File: src/rtl/ddsm_pkg.sv
// Shared types and default constants for the DDSM phase-step sequencer.
// The state enum is also used by the debug state output.
package ddsm_pkg;

    typedef enum logic [2:0] {
        IDLE,
        LOAD,
        ARM,
        STROBE,
        RELEASE,
        SETTLE,
        DONE
    } state_t;

    localparam int DEF_TOTAL_W = 20;
    localparam int DEF_STEP_W  = 12;
    localparam int DEF_SETTLE  = 8;
    localparam logic [DEF_STEP_W-1:0] DEF_MAX_STEP = 12'd2048;

    // The adder applies a step on the second cycle of a two-cycle strobe window.
    localparam int STROBE_CYCLES = 2;

endpackage

File: src/rtl/phase_step_sequencer_if.sv
// Request handshake and phase-adder drive bundle for phase_step_sequencer.
// Handshake: a request transfers on a rising clock edge where i_req_valid and o_req_ready are both high.
interface phase_step_sequencer_if
    import ddsm_pkg::*;
#(
    parameter int P_TOTAL_W = DEF_TOTAL_W,
    parameter int P_STEP_W  = DEF_STEP_W
);
    logic                 i_req_valid;
    logic [P_TOTAL_W-1:0] i_req_phase;
    logic                 o_req_ready;
    logic                 o_phaseadjusten;
    logic                 o_phase_strobe;
    logic [P_STEP_W-1:0]  o_phaseadd;

    modport master (
        output i_req_valid, i_req_phase,
        input  o_req_ready, o_phaseadjusten, o_phase_strobe, o_phaseadd
    );

    modport slave (
        input  i_req_valid, i_req_phase,
        output o_req_ready, o_phaseadjusten, o_phase_strobe, o_phaseadd
    );
endinterface

File: src/rtl/settle_counter.sv
// Loadable down-counter with a terminal-count flag; times both the settle
// gap and the strobe window. Counts down to zero and holds there.
module settle_counter #(
    parameter int W = 4
) (
    input  logic         clk,
    input  logic         rst_n,
    input  logic         load,
    input  logic [W-1:0] value,
    output logic         tc
);
    logic [W-1:0] count_q;

    always_ff @(posedge clk or negedge rst_n) begin
        if (!rst_n) begin
            count_q <= '0;
        end else if (load) begin
            count_q <= value;
        end else if (count_q != '0) begin
            count_q <= count_q - 1'b1;
        end
    end

    assign tc = (count_q == '0);
endmodule

File: src/rtl/phase_step_sequencer.sv
// Splits a large phase-offset request into bounded single-shot steps and
// drives the DDSM phase adder's enable, strobe and step value for each.
module phase_step_sequencer
    import ddsm_pkg::*;
#(
    parameter int                  P_TOTAL_W  = DEF_TOTAL_W,
    parameter int                  P_STEP_W   = DEF_STEP_W,
    parameter logic [P_STEP_W-1:0] P_MAX_STEP = P_STEP_W'(DEF_MAX_STEP),
    parameter int                  P_SETTLE   = DEF_SETTLE
) (
    input  logic                  i_clk,
    input  logic                  i_rst_n,
    phase_step_sequencer_if.slave bus,
    input  logic                  i_abort,
    output logic                  o_busy,
    output logic                  o_done,
    output logic                  o_aborted,
    output logic [P_TOTAL_W-1:0]  o_remaining,
    output state_t                o_state
);
    localparam int CNT_W = $clog2(P_SETTLE + 1);
    localparam logic [P_TOTAL_W-1:0] MAX_EXT = P_TOTAL_W'(P_MAX_STEP);

    state_t               state_q, state_d;
    logic [P_TOTAL_W-1:0] r_q, r_d;
    logic [P_STEP_W-1:0]  phaseadd_q, phaseadd_d;
    logic                 pend_q, pend_d;
    logic                 aborted_q, aborted_d;
    logic                 cnt_load;
    logic [CNT_W-1:0]     cnt_value;
    logic                 cnt_tc;
    logic [P_TOTAL_W-1:0] step_ext;
    logic                 abort_now;

    settle_counter #(.W(CNT_W)) u_settle_counter (
        .clk   (i_clk),
        .rst_n (i_rst_n),
        .load  (cnt_load),
        .value (cnt_value),
        .tc    (cnt_tc)
    );

    assign step_ext  = (r_q > MAX_EXT) ? MAX_EXT : r_q;
    // An abort arriving on the very cycle a decision is made still counts.
    assign abort_now = pend_q | i_abort;

    always_ff @(posedge i_clk or negedge i_rst_n) begin
        if (!i_rst_n) begin
            state_q    <= IDLE;
            r_q        <= '0;
            phaseadd_q <= '0;
            pend_q     <= 1'b0;
            aborted_q  <= 1'b0;
        end else begin
            state_q    <= state_d;
            r_q        <= r_d;
            phaseadd_q <= phaseadd_d;
            pend_q     <= pend_d;
            aborted_q  <= aborted_d;
        end
    end

    always_comb begin
        state_d    = state_q;
        r_d        = r_q;
        phaseadd_d = phaseadd_q;
        pend_d     = pend_q;
        aborted_d  = aborted_q;
        cnt_load   = 1'b0;
        cnt_value  = '0;
        if (state_q != IDLE && state_q != DONE && i_abort) begin
            pend_d = 1'b1;
        end
        case (state_q)
            IDLE: begin
                pend_d    = 1'b0;
                aborted_d = 1'b0;
                if (bus.i_req_valid) begin
                    r_d     = bus.i_req_phase;
                    state_d = LOAD;
                end
            end
            LOAD: begin
                if (r_q == '0) begin
                    state_d = DONE;
                end else begin
                    phaseadd_d = step_ext[P_STEP_W-1:0];
                    r_d        = r_q - step_ext;
                    state_d    = ARM;
                end
            end
            ARM: begin
                cnt_load  = 1'b1;
                cnt_value = CNT_W'(STROBE_CYCLES - 1);
                state_d   = STROBE;
            end
            STROBE: begin
                if (cnt_tc) state_d = RELEASE;
            end
            RELEASE: begin
                if (r_q == '0) begin
                    state_d = DONE;
                end else if (abort_now) begin
                    aborted_d = 1'b1;
                    state_d   = DONE;
                end else begin
                    cnt_load  = 1'b1;
                    cnt_value = CNT_W'(P_SETTLE - 1);
                    state_d   = SETTLE;
                end
            end
            SETTLE: begin
                if (cnt_tc) begin
                    if (abort_now) begin
                        aborted_d = 1'b1;
                        state_d   = DONE;
                    end else begin
                        state_d = LOAD;
                    end
                end
            end
            DONE:    state_d = IDLE;
            default: state_d = IDLE;
        endcase
    end

    // All control outputs decode the state register, so async reset clears them at once.
    assign bus.o_req_ready     = (state_q == IDLE);
    assign bus.o_phaseadjusten = (state_q == ARM) || (state_q == STROBE);
    assign bus.o_phase_strobe  = (state_q == STROBE);
    assign bus.o_phaseadd      = phaseadd_q;
    assign o_busy              = (state_q != IDLE);
    assign o_done              = (state_q == DONE);
    assign o_aborted           = (state_q == DONE) && aborted_q;
    assign o_remaining         = r_q;
    assign o_state             = state_q;
endmodule

File: src/flat_wrapper.sv
// flat-port wrapper written by rule: the top's interface ports become plain ports
module phase_step_sequencer_flat import ddsm_pkg::*;
#(
    parameter int                  P_TOTAL_W  = DEF_TOTAL_W,
    parameter int                  P_STEP_W   = DEF_STEP_W,
    parameter logic [P_STEP_W-1:0] P_MAX_STEP = P_STEP_W'(DEF_MAX_STEP),
    parameter int                  P_SETTLE   = DEF_SETTLE
)
  (i_clk, i_rst_n, i_abort, o_busy, o_done, o_aborted, o_remaining, o_state, bus_i_req_valid, bus_i_req_phase, bus_o_req_ready, bus_o_phaseadjusten, bus_o_phase_strobe, bus_o_phaseadd);
  phase_step_sequencer_if #(.P_TOTAL_W(P_TOTAL_W), .P_STEP_W(P_STEP_W)) bus_i ();
  input  logic i_clk;
  input  logic i_rst_n;
  input  logic i_abort;
  output logic o_busy;
  output logic o_done;
  output logic o_aborted;
  output logic [P_TOTAL_W-1:0] o_remaining;
  output state_t o_state;
  input wire logic [$bits(bus_i.i_req_valid)-1:0] bus_i_req_valid;
  input wire logic [$bits(bus_i.i_req_phase)-1:0] bus_i_req_phase;
  output wire logic [$bits(bus_i.o_req_ready)-1:0] bus_o_req_ready;
  output wire logic [$bits(bus_i.o_phaseadjusten)-1:0] bus_o_phaseadjusten;
  output wire logic [$bits(bus_i.o_phase_strobe)-1:0] bus_o_phase_strobe;
  output wire logic [$bits(bus_i.o_phaseadd)-1:0] bus_o_phaseadd;
  assign bus_i.i_req_valid = bus_i_req_valid;
  assign bus_i.i_req_phase = bus_i_req_phase;
  assign bus_o_req_ready = bus_i.o_req_ready;
  assign bus_o_phaseadjusten = bus_i.o_phaseadjusten;
  assign bus_o_phase_strobe = bus_i.o_phase_strobe;
  assign bus_o_phaseadd = bus_i.o_phaseadd;
  phase_step_sequencer #(.P_TOTAL_W(P_TOTAL_W), .P_STEP_W(P_STEP_W), .P_MAX_STEP(P_MAX_STEP), .P_SETTLE(P_SETTLE)) u_core (.i_clk(i_clk), .i_rst_n(i_rst_n), .bus(bus_i), .i_abort(i_abort), .o_busy(o_busy), .o_done(o_done), .o_aborted(o_aborted), .o_remaining(o_remaining), .o_state(o_state));
endmodule
File: config.mk
export PLATFORM = sky130hd
export DESIGN_NAME = phase_step_sequencer_flat
export DESIGN_NICKNAME = d
export VERILOG_FILES = /design/src/rtl/ddsm_pkg.sv /design/src/rtl/phase_step_sequencer_if.sv /design/src/rtl/settle_counter.sv /design/src/rtl/phase_step_sequencer.sv /design/src/flat_wrapper.sv
export SDC_FILE = /design/constraint.sdc
export NUM_CORES = 1
export LEC_CHECK = 0
export BUFFER_PORTS_ARGS = -buffer_cell sky130_fd_sc_hd__buf_4
export CELL_PAD_IN_SITES_DETAIL_PLACEMENT = 1
export CELL_PAD_IN_SITES_GLOBAL_PLACEMENT = 1
export CORE_MARGIN = 1.5
export CORE_UTILIZATION = 24
export CTS_BUF_LIST = sky130_fd_sc_hd__clkbuf_16
export DETAILED_ROUTE_END_ITERATION = 10
export GPL_ROUTABILITY_DRIVEN = 0
export GPL_TIMING_DRIVEN = 0
export PLACE_DENSITY = 0.55
export SKIP_LAST_GASP = 1
export SYNTH_ARGS = -nofsm -noshare
export SYNTH_HDL_FRONTEND = slang
export SYNTH_SLANG_ARGS = --single-unit
export TNS_END_PERCENT = 10
File: constraint.sdc
create_clock -name i_clk -period 3.8 [get_ports i_clk]
set_input_delay 0 -clock i_clk [delete_from_list [all_inputs] [get_ports i_clk]]
set_output_delay 0 -clock i_clk [all_outputs]
set_load 0.02 [all_outputs]
==> results of run 1 <==
synth_stat cells, types with 2 or more instances:
cell type / number
dfrtp_1: 41
nor2_1: 24
a22o_1: 20
nand2_1: 15
o21ai_0: 14
a21oi_1: 12
inv_1: 12
clkbuf_1: 9
o22ai_1: 9
nand3_1: 6
nor3_1: 6
a311oi_1: 5
a21boi_0: 4
a31oi_1: 4
nor2b_1: 4
a211oi_1: 3
nand2b_1: 3
nor4_1: 3
nor4_2: 3
o21ai_1: 3
a211o_1: 2
a21o_1: 2
a22oi_1: 2
a2bb2oi_1: 2
and3_1: 2
buf_2: 2
ha_1: 2
nand3b_1: 2
nand4_1: 2
nor3b_1: 2
or3_1: 2
or4_4: 2
cell families after synthesis:
family,synth area share
xor+xnor,0.00375
simple gates,0.185
other cells,0.00161
mux,0.00429
compound gates,0.312
buf+inv,0.0429
fa+ha+maj,0.0107
flops,0.440
metrics by stage:
step	utilization	worst slack (ns)
6_report	0.352	0.300
5_1_grt	0.352	0.0657
4_1_cts	0.350	0.142
3_5_place_dp	0.319	0.178
3_3_place_gp	0.319	0.158
2_1_floorplan	-	0.931
routing by layer:
layer	up-vias	track usage	wire length (um)
met2	59	0.269	3740
met5	-	0	0
met1	1115	0.209	3810
met3	5	0.0283	282
li1	1116	-	-
met4	0	0.0449	104
critical path, stage by stage (launching register included):
cell and delay [ns]:
dfrtp_1 0.51, nor4_4 0.45, and4_1 0.40, o21ai_1 0.22, nand2_1 0.14, ha_1 0.15
clkbuf_1 0.40, nand3b_1 0.32, o22ai_1 0.23, and3_1 0.24, nor4_1 0.32
registers in the layout, indices dropped and copies added, names as in the netlist:
| name | flops |
|---|---|
| u_core.aborted_q | 1 |
| u_core.o_remaining | 20 |
| u_core.o_state | 3 |
| u_core.bus.o_phaseadd | 12 |
| u_core.pend_q | 1 |
| u_core.u_settle_counter.count_q | 4 |
power by group through the flow:
stage                     Combinational (mW)  Sequential, mW  Clock [mW]
after CTS                               1.41           0.806       0.573
final                                   1.40           0.812       0.557
after global placement                  1.38           0.811           0
after floorplan                        0.777           0.895           0
after detailed placement                1.39           0.814           0
after global routing                    1.54           0.844       0.589
path summary, 6_finish.rpt:
check / start / to / slack [ns] / cells past startpoint
max: u_core.o_remaining[1] / u_core.o_remaining[16] / 0.30 / 10
min: bus_i_req_phase[11] / u_core.o_remaining[11] / 0.007 / 3
max reg2reg: u_core.o_remaining[1] / u_core.o_remaining[16] / 0.30 / 10
min in group asynchronous: i_rst_n / u_core.bus.o_phaseadd[8] / 0.24 / 2
max in group asynchronous: i_rst_n / u_core.o_remaining[10] / 3.16 / 2
min reg2reg: u_core.bus.o_phaseadd[11] / u_core.bus.o_phaseadd[11] / 0.49 / 2
cell type report:
class	count	area, um2	share of cell area
repair buffers	74	581	0.177
inverters	12	45.0	0.0137
clock buffers	5	125	0.0382
well taps	129	161	0.0492
flip-flops and latches	41	1030	0.313
clock inverters	3	65.1	0.0198
plain buffers	12	55.1	0.0168
multi-input cells	183	1220	0.372
timing repair:
action	4_1_cts	5_1_grt
hold endpoints to repair	50	0
setup endpoints to repair	0	1
gates resized for setup	0	2
hold buffers	10	0
==> metrics, run 1 <==
#FFs+latches synth 41; DRT iter0 DRCs 76; drt pass-1 iters 4; clock tree root buffer cell clkbuf_16; sequential group share of total power 0.294; Tot GR Track Use 0.159; most common cell after layout, fill and taps aside buf_4; maximum VDD drop 0.000233 V; Net Sw Power 1.24 mW; share of layout cells above drive strength 1 0.264; drt via density 5.00; routed len/inst 17.3 um; Clock Path Buffers 2; FILL cells 1,089; Post-Route WL 7940 um; Inst Count DP 441; post-route design area 0.00328 mm2; final setup vio count 0; die outline area 0.0103 mm2; sequential area share after synthesis 0.440; Die H 102 um; Hold WC Path Type in2reg; CP Data Required Time 3.97 ns; final hold violation count 0; critical path class reg2reg; DP HPWL 5820 um; Sw Ratio 0.449; Slew @ Worst Pin 1.15 ns; core footprint 0.00933 mm2; Int Pwr 1.52 mW; yosys warns 0; initial antenna violation count 0; Final Non-Filler Cells 459; max_slew headroom 0.226; # port buffers 64; Skew-Pair Late Insertion Delay 0.29 ns; PwrDens 844 mW/mm2; TNS Setup 0 ns; Clk pwr share 0.201; Post-DP Area 0.00298 mm2; largest net degree at the start of global routing 42; CP Capture Type flip-flop; IO Pins 65; Die Wd 102 um; Nets 355; Synth Instances 248; total of max-cap violations 0; Post-synth ARST share 1.00; Reg clk slew, reported paths 0.06 ns; # diodes 0; setup repair bufs after CTS 0; DRT antenna net count 0; row count 35; Pwr Total 2.77 mW; clk sinks 41; vias in the first global route 2,403; most frequent cells in the layout buf_4, dfrtp_1, nor2_1; RSZ-0062 raised after global routing false; post-synth net total 274; status finished, final reports clean; crit path DAT 3.67 ns; GRT overflow 0; CP Launch Type flip-flop; Post-synth EDFFs 0; Pleak 1.45 nW; TritonCTS Buffers 5; Synth top area share 0.440; combinational power share 0.505; Synth cell types 56; fmax 0.286 GHz; Top FF cell, synth dfrtp_1; Mapped Area 0.00233 mm2; vias 2,295; Syn Area/Cell 9.41 um2; CTS tree built; htree depth 2; WHS 0.00712 ns; CP max FO 10; Synth-to-Final Area Change 40.5%; first-pass GRT wire length 12,700 um; Clock Skew 0.00734 ns; Max Slew Vio Count 0; Tmin final 3.50 ns; drt drc 0; initial core utilization 0.250; final period utilization 0.921; cell taking the most area after synthesis dfrtp_1; Synth area leaders dfrtp_1, a22o_1, nor2_1, o21ai_0, a21oi_1
No activity file was read; power rests on OpenSTA's default activity.
==> run 2: changes to the inputs <==
- GPL_TIMING_DRIVEN: 0 -> not set
- clock period: 3.8 -> 3.4 ns (I/O delays scaled with it)
==> run 2 against run 1 <==
Global-route usage rose by 0.11 points. Wire length fell by 0.11%. Critical path depth fell by 1. Sequential power rose by 14%. Clock power fell by 17%. Clock skew rose by 0.0016 ns. Clock-buffer cell count did not move. Sequential cell count did not move. Non-clock buffer count fell by 4. Worst hold slack got worse by 0.0064 ns.
==> metrics, run 2 (synthesized netlist as in run 1, its figures left out) <==
max_slew headroom 0.415 (+0.189); maximum VDD drop 0.000228 V (-2.1%); Reg2Reg Depth 9 (-1); fmax 0.322 GHz (+13%); initial core utilization 0.250 (unchanged); DP HPWL 5840 um (+0.30%); Clock Skew 0.00895 ns (+0.00161 ns); Util after Layout 0.346 (-0.00577); critical path class reg2reg; htree depth 2 (unchanged); vias 2,308 (+0.57%); status finished, final reports clean; routed len/inst 17.4 um (+0.76%); vias in the first global route 2,443 (+1.7%); Nets 351 (-1.1%); worst path buffer plus inverter count 0 (-1); CP max stage cell or4_4; Skew-Pair Late Insertion Delay 0.29 ns (about the same); PwrDens 918 mW/mm2 (+8.8%); clk sinks 41 (unchanged); die outline area 0.0103 mm2 (unchanged); CP Launch Point u_core.o_remaining[16]; Tmin final 3.10 ns (-0.398 ns); row count 35 (unchanged); DRT antenna net count 0 (unchanged); total of max-cap violations 0 (unchanged); DRT iter0 DRCs 145 (+91%); core footprint 0.00933 mm2 (unchanged); CP delay by family, top simple AND/OR/NAND/NOR gates; R2R setup slack 0.30 ns (about the same); Tot GR Track Use 0.161 (+0.00114); Die H 102 um (unchanged); post-route design area 0.00323 mm2 (-1.6%); drt drc 0 (unchanged); GRT overflow 0 (unchanged); IO Pins 65 (unchanged); CP max FO 10 (unchanged); Post-DP Area 0.00299 mm2 (+0.42%); biggest cell delay along the critical path 0.61 ns (+0.10 ns); RSZ-0062 raised after global routing false; Reg clk slew, reported paths 0.07 ns (about the same); most frequent cells in the layout buf_4, dfrtp_1, nor2_1; Pleak 1.45 nW (-0.32%); crit path DAT 3.30 ns (-0.37 ns); TNS Setup 0 ns (unchanged); final period utilization 0.913 (-0.00862); FF-to-FF End u_core.o_remaining[16]; GRT met2 Usage 0.259 (-0.00923); crit path to u_core.o_remaining[16]; met1 global-route usage 0.222 (+0.0130); CP Launch Type flip-flop; Hold WC Path Type in2reg; most common cell after layout, fill and taps aside buf_4; CP Cell Sequence or4_4, nor2_1, o21ai_1, nand2_1, ha_1, nand3b_1, o22ai_1, and3_1, nor4_1; # port buffers 64 (unchanged); Clock Path Buffers 2 (unchanged); Max Slew Vio Count 0 (unchanged); worst slack, placed 0.317 ns (+0.139 ns); Post-Route WL 7930 um (-0.11%); first-pass GRT wire length 13,000 um (+2.6%); TritonCTS Buffers 5 (unchanged); CP Data Required Time 3.59 ns (-0.38 ns); initial antenna violation count 0 (unchanged); largest net degree at the start of global routing 42 (unchanged); GRT met3 Usage 0.0269 (-0.00138); Synth-to-Final Area Change 38.2%; CTS tree built; setup slack after layout 0.297 ns (-0.00226 ns); final hold violation count 0 (unchanged); drt via density 5.07 (+1.5%); Levels on crit path 9 (-1); max reg flops 20 (unchanged); GR peak layer met2; Die Wd 102 um (unchanged); share of layout cells above drive strength 1 0.279 (+0.0155); drt pass-1 iters 4 (unchanged); final setup vio count 0 (unchanged); CP Capture Type flip-flop; Reg-to-Reg Start u_core.o_remaining[16]; Slew @ Worst Pin 0.874 ns (-0.278 ns); # diodes 0 (unchanged); clock tree root buffer cell clkbuf_16; WHS 0.000688 ns (-0.00644 ns)
## run 2: changes by cell type in the layout (fill, tap and decap cells not counted), moves of 2 or more
cell       previous run  this run
bufinv_16             2         0
buf_4                64        73
clkbuf_1              9         0
buf_2                 2         0
## run 2: final cells by class
| class | instances | area (um2) |
|---|---|---|
| sequential | 41 | 1030 |
| clock inverter | 3 | 13.8 |
| multi-input combinational | 183 | 1220 |
| clock buffer | 5 | 125 |
| inverter | 12 | 45.0 |
| tap | 129 | 161 |
| timing repair buffer | 82 | 638 |
| fill | 1122 | 6100 |
## run 2: metrics by stage
stage	cells	power, mW
3_5_place_dp	438	2.49
3_3_place_gp	438	2.48
4_1_cts	455	2.98
2_1_floorplan	248	1.87
5_1_grt	455	3.18
6_report	455	2.96
## run 2: how the worst min path moves through the flow
stage,from,end,slack [ns],cells after the start
finish,bus_i_req_phase[11],u_core.o_remaining[11],0.0007,3
floorplan,i_rst_n,u_core.aborted_q,-0.30,0
CTS,bus_i_req_phase[11],u_core.o_remaining[11],0.009,3
global placement,i_rst_n,u_core.bus.o_phaseadd[8],0.04,1
detailed placement,i_rst_n,u_core.bus.o_phaseadd[8],0.04,1
global route,bus_i_req_phase[11],u_core.o_remaining[11],0.05,3
## run 2: per-layer routing
layer / wire, um / vias up / share of wire
li1: - / 1109 / -
met1: 3880 / 1129 / 0.49
met2: 3580 / 62 / 0.45
met3: 378 / 8 / 0.048
met4: 94 / 0 / 0.012
met5: 0 / - / 0
## run 2: timing repair
item,CTS,global route
setup buffers,0,0
hold buffers,9,0
hold endpoints to repair,49,0
resized for setup,0,1
setup endpoints to repair,0,1
## run 2: where the power goes
group          internal [mW]  total [mW]  switching [mW]
Combinational          0.651        1.57           0.916
Clock                  0.267       0.465           0.198
Sequential             0.658       0.928           0.271
## run 2: worst register-to-register path: cells and delay by family, from the launching register on
kind	cells	cell delay, ns
AO/OA/AOI/OAI	2	0.44
adder cells (fa/ha/maj)	1	0.35
flip-flops	1	0.49
AND/OR/NAND/NOR	6	1.72
==> run 3: changes to the inputs <==
- ABC_AREA: not set -> 1
- PLACE_DENSITY: 0.55 -> 0.57
==> run 3 against run 2 <==
Sequential cell count stayed put. First-iteration DRC count decreased by 64%. Synthesized cell count up 36%. Clock-buffer cell count stayed put. Cell count is 20% higher. Worst setup slack better by 0.75 ns. Non-clock buffer count decreased by 8. Clock skew fell by 0.0015 ns.
==> metrics, run 3 <==
CP Launch Type flip-flop; WHS 0.00247 ns (+0.00178 ns); Post-synth EDFFs 0 (unchanged); Synth top area share 0.411 (-0.0289); FF-to-FF End u_core.o_remaining[3]; Reg-to-Reg Start u_core.o_state[2]; Die H 105 um (+3.4%); DRT iter0 DRCs 52 (-64%); mux cell area share after synthesis 0 (-0.00429); core footprint 0.0102 mm2 (+9.7%); first-pass GRT wire length 13,200 um (+1.1%); Util after Layout 0.328 (-0.0183); largest net degree at the start of global routing 42 (unchanged); htree depth 2 (unchanged); max reg flops 20 (unchanged); Synth-to-Final Area Change 34.2%; Synth cell types 36 (-36%); #FFs+latches synth 41 (unchanged); Synth Area in Simple Gates 0.299 (+0.114); routed len/inst 14.3 um (-18%); fmax 0.425 GHz (+32%); # port buffers 64 (unchanged); Mapped Area 0.00250 mm2 (+7.0%); Multi-input gate area 0.00124 mm2 (+2.4%); GRT overflow 0 (unchanged); crit path to u_core.o_remaining[3]; vias in the first global route 2,647 (+8.4%); Post-Route WL 7750 um (-2.2%); Skew-Pair Late Insertion Delay 0.28 ns (about the same); CP Data Required Time 3.55 ns (-0.04 ns); Synth Area in Adders 0.0100 (-0.000704); Hold WC Path Type in2reg; final period utilization 0.692 (-0.220); Inst Count DP 527 (+20%); Post-Synth XOR/XNOR Area 0.0210 (+0.0173); Synth Instances 337 (+36%); cell taking the most area after synthesis dfrtp_1; sequential area share after synthesis 0.411 (-0.0289); critical path class reg2reg; count leader, synth nand2_1; drt drc 0 (unchanged); drt pass-1 iters 4 (unchanged); setup repair bufs after CTS 0 (unchanged); final hold violation count 0 (unchanged); initial core utilization 0.244 (-0.00607); IO Pins 65 (unchanged); Post-synth ARST share 1.00 (unchanged); max_slew headroom 0.516 (+0.101); CTS tree built; Pwr Total 3.30 mW (+11%); status finished, final reports clean; Clock Skew 0.00747 ns (-0.00147 ns); Max Slew Vio Count 0 (unchanged); share of layout cells above drive strength 1 0.245 (-0.0340); # diodes 0 (unchanged); R2R setup slack 1.05 ns (+0.75 ns); CP Launch Point u_core.o_state[2]; total of max-cap violations 0 (unchanged); Clock Path Buffers 2 (unchanged); Synth area leaders dfrtp_1, nand2_1, nor2_1, inv_1, o21ai_0; setup slack after layout 1.05 ns (+0.749 ns); yosys warns 0 (unchanged); DP HPWL 5800 um (-0.67%); synth cell count leaders nand2_1, dfrtp_1, nor2_1, inv_1, o21ai_0; post-route design area 0.00335 mm2 (+3.9%); vias 2,485 (+7.7%); Die Wd 105 um (+3.4%); Post-DP Area 0.00309 mm2 (+3.6%); most common cell after layout, fill and taps aside nand2_1; register area 0.00103 mm2 (unchanged); RSZ-0062 raised after global routing false; Final Non-Filler Cells 544 (+20%); FILL cells 1,270 (+13%); Tot GR Track Use 0.148 (-0.0131); Pleak 1.58 nW (+9.4%); Tmin final 2.35 ns (-0.749 ns); Reg2Reg Depth 7 (-2); Syn Area/Cell 7.41 um2 (-21%); PwrDens 984 mW/mm2 (+7.2%); worst slack, placed 0.981 ns (+0.664 ns); main combinational cell family by area after synthesis simple AND/OR/NAND/NOR gates; DRT antenna net count 0 (unchanged); post-synth net total 363 (+32%); TNS Setup 0 ns (unchanged); clk sinks 41 (unchanged); crit path DAT 2.51 ns (-0.79 ns); maximum VDD drop 0.000271 V (+19%); Nets 433 (+23%); Top FF cell, synth dfrtp_1; die outline area 0.0110 mm2 (+6.8%); Slew @ Worst Pin 0.724 ns (-0.151 ns); CP Capture Type flip-flop; CP max FO 26 (+16); post-synthesis compound-gate area fraction 0.167 (-0.145); final setup vio count 0 (unchanged); clock tree root buffer cell clkbuf_16; TritonCTS Buffers 5 (unchanged); initial antenna violation count 0 (unchanged); row count 37 (+5.7%); most frequent cells in the layout nand2_1, buf_4, dfrtp_1; drt via density 4.57 (-9.9%); Reg clk slew, reported paths 0.07 ns (about the same)
==> run 3: changes by cell type in the layout (fill, tap and decap cells not counted), moves of 7 or more <==
cell	change
nand2_2	+7
o31ai_1	+11
inv_1	+24
nand2_1	+66
nor2_1	+16
o21ai_1	+7
a22o_1	-20
buf_4	-8
nand3_1	+7
==> run 3: cell families after synthesis <==
| logic type | Yosys count |
|---|---|
| simple gates | 164 |
| other cells | 1 |
| xor+xnor | 6 |
| compound gates | 68 |
| buf+inv | 55 |
| fa+ha+maj | 2 |
| flops | 41 |
==> run 3: metal layers <==
layer	global-route usage	wire [um]	up-vias
met4	0.0323	35	0
met2	0.249	3710	43
met1	0.198	3770	1207
met5	0	0	-
met3	0.0231	236	2
li1	-	-	1233
==> run 3: worst min-delay path by stage <==
| stage | slack [ns] | to | from | cells past startpoint |
|---|---|---|---|---|
| 5_1_grt | 0.03 | u_core.o_remaining[11] | bus_i_req_phase[11] | 3 |
| 3_3_place_gp | 0.04 | u_core.bus.o_phaseadd[6] | i_rst_n | 1 |
| 6_report | 0.002 | u_core.o_remaining[11] | bus_i_req_phase[11] | 3 |
| 3_5_place_dp | 0.05 | u_core.bus.o_phaseadd[6] | i_rst_n | 1 |
| 4_1_cts | 0.003 | u_core.o_remaining[11] | bus_i_req_phase[11] | 3 |
| 2_1_floorplan | -0.30 | u_core.aborted_q | i_rst_n | 0 |
==> run 3: final cells by class <==
cell class                 instances  area share
clock inverter                     3      0.0123
inverter                          44      0.0493
sequential                        41       0.306
multi-input combinational        241       0.372
tap                              136      0.0508
timing repair buffer              74       0.173
clock buffer                       5      0.0373
==> run 3: repair_timing <==
action / 4_1_cts / 5_1_grt
hold buffers: 9 / 0
endpoints found under the hold margin: 48 / 0
setup endpoints to repair: 0 / 0
resized for setup: 0 / 0
==> run 3: critical path, cell delays in order (launching register included) <==
cell     delay (ns)
dfrtp_1        0.46
nor2_1         0.09
nand2_1        0.36
nor2_2         0.12
nor2_4         0.50
inv_2          0.23
a21oi_1        0.32
o21ai_0        0.13
==> run 3: where the power goes <==
group	leakage [nW]	switching, mW	internal [mW]
combinational	0.989	1.16	0.662
clock	0.0775	0.205	0.344
sequential	0.516	0.251	0.679
total	1.58	1.61	1.68
